<file path="src/rtl/button_led_pkg.sv">
// Shared mode encoding, default timing parameters and the mode transition
// rule for the push-button LED controller.
package button_led_pkg;

  localparam int DEFAULT_DEBOUNCE_CYCLES   = 4;
  localparam int DEFAULT_LONG_PRESS_CYCLES = 16;
  localparam int DEFAULT_BLINK_HALF_PERIOD = 8;

  typedef enum logic [1:0] {
    MODE_OFF   = 2'd0,
    MODE_ON    = 2'd1,
    MODE_BLINK = 2'd2
  } mode_t;

  // Where a classified press takes the LED mode; unknown encodings fall back to OFF.
  function automatic mode_t mode_after_press(input mode_t cur, input logic is_long);
    mode_t nxt;
    case (cur)
      MODE_OFF:   nxt = is_long ? MODE_BLINK : MODE_ON;
      MODE_ON:    nxt = is_long ? MODE_BLINK : MODE_OFF;
      default:    nxt = MODE_OFF;
    endcase
    return nxt;
  endfunction

endpackage

</file>
<file path="src/rtl/button_debounce.sv">
// Two-flop synchroniser followed by a run-length debouncer: the debounced level
// only follows the synchronised input after DEBOUNCE_CYCLES consecutive disagreements.
module button_debounce
  import button_led_pkg::*;
#(
  parameter int DEBOUNCE_CYCLES = DEFAULT_DEBOUNCE_CYCLES
) (
  input  logic clk,
  input  logic rst,
  input  logic button,
  output logic btn_db
);

  localparam int CW = $clog2(DEBOUNCE_CYCLES + 1);
  localparam logic [CW-1:0] CNT_LAST = CW'(DEBOUNCE_CYCLES - 1);

  logic          s1;
  logic          s2;
  logic [CW-1:0] cnt;

  always_ff @(posedge clk) begin
    if (rst) begin
      s1 <= 1'b0;
      s2 <= 1'b0;
    end else begin
      s1 <= button;
      s2 <= s1;
    end
  end

  // Any cycle of agreement restarts the run, so short glitches never flip btn_db.
  always_ff @(posedge clk) begin
    if (rst) begin
      btn_db <= 1'b0;
      cnt    <= '0;
    end else if (s2 != btn_db) begin
      if (cnt == CNT_LAST) begin
        btn_db <= s2;
        cnt    <= '0;
      end else begin
        cnt <= cnt + CW'(1);
      end
    end else begin
      cnt <= '0;
    end
  end

endmodule

</file>
<file path="src/rtl/button_led_controller.sv">
// Push-button LED sequencer: debounced button presses are classified as short
// or long and step an OFF / ON / BLINK mode machine that drives the LED.
module button_led_controller
  import button_led_pkg::*;
#(
  parameter int DEBOUNCE_CYCLES   = DEFAULT_DEBOUNCE_CYCLES,
  parameter int LONG_PRESS_CYCLES = DEFAULT_LONG_PRESS_CYCLES,
  parameter int BLINK_HALF_PERIOD = DEFAULT_BLINK_HALF_PERIOD
) (
  input  logic       clk,
  input  logic       rst,
  input  logic       button,
  output logic       y,
  output logic [1:0] mode,
  output logic       short_press,
  output logic       long_press
);

  localparam int HW = $clog2(LONG_PRESS_CYCLES + 1);
  localparam logic [HW-1:0] HOLD_MAX  = HW'(LONG_PRESS_CYCLES);
  localparam logic [HW-1:0] HOLD_LAST = HW'(LONG_PRESS_CYCLES - 1);

  localparam int BW = $clog2(BLINK_HALF_PERIOD + 1);
  localparam logic [BW-1:0] BLINK_LAST = BW'(BLINK_HALF_PERIOD - 1);

  logic          btn_db;
  logic          db_q;
  logic [HW-1:0] hold;
  logic          long_fired;

  mode_t         state_q;
  mode_t         state_d;
  logic          y_q;
  logic          y_d;
  logic [BW-1:0] blink_cnt;
  logic [BW-1:0] blink_d;
  logic          pulse;

  button_debounce #(
    .DEBOUNCE_CYCLES(DEBOUNCE_CYCLES)
  ) u_debounce (
    .clk   (clk),
    .rst   (rst),
    .button(button),
    .btn_db(btn_db)
  );

  // Hold count is zero whenever the button is up, so every press starts fresh;
  // once a long press has fired, the release is swallowed instead of counting as short.
  always_ff @(posedge clk) begin
    if (rst) begin
      db_q        <= 1'b0;
      hold        <= '0;
      long_fired  <= 1'b0;
      short_press <= 1'b0;
      long_press  <= 1'b0;
    end else begin
      db_q        <= btn_db;
      short_press <= 1'b0;
      long_press  <= 1'b0;
      if (btn_db) begin
        if (hold != HOLD_MAX) begin
          hold <= hold + HW'(1);
        end
        if (hold == HOLD_LAST) begin
          long_press <= 1'b1;
          long_fired <= 1'b1;
        end
      end else begin
        hold <= '0;
        if (db_q) begin
          short_press <= ~long_fired;
          long_fired  <= 1'b0;
        end
      end
    end
  end

  assign pulse = short_press | long_press;

  always_ff @(posedge clk) begin
    if (rst) begin
      state_q   <= MODE_OFF;
      y_q       <= 1'b0;
      blink_cnt <= '0;
    end else begin
      state_q   <= state_d;
      y_q       <= y_d;
      blink_cnt <= blink_d;
    end
  end

  // LED level follows the next mode so y and mode change on the same edge.
  always_comb begin
    state_d = state_q;
    y_d     = y_q;
    blink_d = blink_cnt;

    case (state_q)
      MODE_OFF, MODE_ON, MODE_BLINK: begin
        if (pulse) begin
          state_d = mode_after_press(state_q, long_press);
        end
      end
      default: state_d = MODE_OFF;
    endcase

    case (state_d)
      MODE_ON: begin
        y_d     = 1'b1;
        blink_d = '0;
      end
      MODE_BLINK: begin
        if (state_q != MODE_BLINK) begin
          y_d     = 1'b1;
          blink_d = '0;
        end else if (blink_cnt == BLINK_LAST) begin
          y_d     = ~y_q;
          blink_d = '0;
        end else begin
          blink_d = blink_cnt + BW'(1);
        end
      end
      default: begin
        y_d     = 1'b0;
        blink_d = '0;
      end
    endcase
  end

  assign y    = y_q;
  assign mode = state_q;

endmodule

</file>
<file path="config.mk">
export PLATFORM = sky130hd
export DESIGN_NAME = button_led_controller
export DESIGN_NICKNAME = d
export VERILOG_FILES = /design/src/rtl/button_led_pkg.sv /design/src/rtl/button_debounce.sv /design/src/rtl/button_led_controller.sv
export SDC_FILE = /design/constraint.sdc
export NUM_CORES = 1
export LEC_CHECK = 0
export CORE_UTILIZATION = 45
export DETAILED_ROUTE_END_ITERATION = 16
export MAX_ROUTING_LAYER = met4
export PLACE_DENSITY = 0.75
export SETUP_SLACK_MARGIN = 0.4
export SLEW_MARGIN = 10
export SYNTH_ARGS = -nofsm -noshare
export SYNTH_HDL_FRONTEND = slang
export SYNTH_SLANG_ARGS = --single-unit
export TNS_END_PERCENT = 5
</file>
<file path="constraint.sdc">
create_clock -name clk -period 4.6 [get_ports clk]
set_input_delay 0.69 -clock clk [delete_from_list [all_inputs] [get_ports clk]]
set_output_delay 0.69 -clock clk [all_outputs]
set_load 0.1 [all_outputs]
</file>
==> flow_summary.yaml <==
global_routing:
  grt_max_degree: 13
  track_usage_pct: 14.0
  grt_pass1_vias: 535
  antenna_found_initial: 0
  grt_pass1_wl_um: 2040
  grt-ovfl-total: 0
critical_path:
  critPathLaunchType: "flop"
  cpPeakStageDelay_ns: 1.16
  critical_path_buf_inv_count: 1
  crit_fanout: 5
  cp_cell_sequence: "clkdlybuf4s50_1"
  path_class: "flop to primary output"
  critPathSlowestCell: "clkdlybuf4s50_1"
  cp_data_required_time_ns: 3.91
  cp_top_family: "buffers and inverters"
  crit_arrival_ns: 1.87
  end_kind: "primary output"
final_layout:
  ff_latch_area_um2: 440
  final_cells: 127
  drive_gt1_share_pct: 4.90
  fillers: 168
  diodes: 0
  final_common_cell: "dfxtp_1"
  num-nets-final: 114
  area_growth_pct: 15.2
  final_cell_mix: "dfxtp_1 (22), nor2_1 (13), inv_1 (12), ha_1 (8), clkdlybuf4s50_1 (7)"
  multi_input_area_um2: 392
logic_synthesis:
  yosysWarnings: 0
  ys.flop_type: "dfxtp_1"
  postSynth.asyncResetShare_pct: 0
  synth-edff-count: 0
  synthCells: 92
  synth_fp_nets: 103
  synth_cell_types: 23
  yosys.area.top_type: "dfxtp_1"
  synth.area.top_cells: "dfxtp_1 (50%), ha_1 (11%), xnor2_1 (6.0%)"
  synth_seq_area_share_pct: 50.0
  netlist.area_leader.share_pct: 50.0
  ys_ff_latch: 22
  netlist_area_um2: 881
  syn_area_per_cell_um2: 9.57
clocking:
  cts_sinks: 22
  cts_setup_buffers: 0
  cts_hold_buf: 0
  clkSlewWorstSetupHoldPaths_ns: 0.12
  cts_root_buffer: "clkbuf_4"
  post_cts_resized: 0
  clock_path_buffers: 2
  cts-buffers-inserted: 3
  insertion_delay_ns: 0.29
  h-tree-depth: 1
  cts_tree: "built"
job:
  maxCapViolCount: 0
sta:
  final.min_clock_period_ns: 2.56
  skew_ns: 0.00619
  holdWs_ns: 0.433
  fin_setup_tns_ns: 0
  setup_viol: 0
  rsz0062_at_grt: "no"
  worstMarginPinSlew_ns: 0.964
  fmax_mhz: 390
  final_max_slew_viol_count: 0
  slew_headroom_pct: 35.5
  finalCritPeriodShare_pct: 55.7
  finalHoldViolations: 0
detailed_routing:
  postRouteAntennaNets: 0
  firstDrtPassIters: 2
  wl_per_cell_um: 9.09
  routed_wl_um: 1160
  via_per_inst: 4.55
  vias: 578
  drt_iter0_drc: 3
  drc: 0
floorplanning:
  die_area_um2: 2140
  die_w_um: 46.2
  die-height_um: 46.2
  core_area_um2: 1780
  start_util_pct: 49.4
  ioPinCount: 8
  num_rows: 15
power:
  cellLeakagePower_uw: 0.000392
  vdd.ir_drop.worst_uv: 132
  pwr_density_cell_nw_per_um2: 294
place:
  dp.cells: 123
  port_buffers: 7
  gp_congestion: 0.725
  hpwlAfterDp_um: 934
worst_hold_path:
  hold_path.class: "flop to flop"
run_status:
  status: "finished clean"
-- final timing paths --
check                    start                 to  slack (ns)  depth (start not counted)
max                    mode[0]            mode[0]        2.04                          1
min          u_debounce.cnt[0]  u_debounce.cnt[0]        0.43                          1
max reg2reg            mode[0]                  y        2.77                          7
min reg2reg  u_debounce.cnt[0]  u_debounce.cnt[0]        0.43                          1
-- worst register-to-register path, delay by kind of cell (launching register included) --
family,cells,cell delay (ns)
fa+ha+maj,1,0.24
xor+xnor,1,0.10
simple gates,3,0.82
flops,1,0.42
compound gates,2,0.18
-- cell usage after synthesis, drive strengths merged (3+ instances only) --
cell type	instances
xnor2	6
nand2b	3
inv	12
dfxtp	22
a21oi	5
nor2	13
or3	3
ha	8
-- area by class of cell --
| cell class | count | share of cell area (%) |
|---|---|---|
| Timing Repair Buffer | 7 | 6.91 |
| Multi-Input combinational cell | 57 | 38.6 |
| Sequential cell | 22 | 43.4 |
| Clock buffer | 4 | 3.58 |
| Tap cell | 25 | 3.08 |
| Inverter | 12 | 4.44 |
-- sequential cells by signal, indices dropped and copies added, names as in the netlist --
register,count
db_q,1
u_debounce.s2,1
mode,2
long_press,1
y,1
u_debounce.cnt,3
long_fired,1
short_press,1
u_debounce.s1,1
u_debounce.btn_db,1
hold,5
blink_cnt,4
-- kinds of logic after synthesis --
kind of cell	after synthesis	share of synthesized area [%]
AND/OR/NAND/NOR	33	19.7
XOR/XNOR	7	6.96
adder cells (fa/ha/maj)	8	11.4
buffers and inverters	13	5.54
AO/OA/AOI/OAI	7	4.12
flip-flops	22	50.0
multiplexers	2	2.27
-- routing by layer --
metal	track usage [%]	share of wire (%)
met2	23.4	49
met3	3.53	2.4
met1	16.1	48
met5	-	0
met4	5.29	0
-- where the power goes --
group	internal [uW]	total [uW]	switching, uW
clock	48.2	102	53.9
sequential	192	192	0.468
combinational	2.62	4.45	1.83
total	242	299	56.2
-- per-stage QoR --
step	power, uW	utilization [%]	setup WS (ns)	cell area [um^2]
3_3_place_gp	201	54.9	2.40	978
4_1_cts	302	56.9	2.02	1010
3_5_place_dp	201	54.9	2.37	978
6_report	299	56.9	2.04	1010
5_1_grt	309	56.9	1.97	1010
2_1_floorplan	199	-	2.24	881
Note: power is estimated with default switching activity, not from simulation.
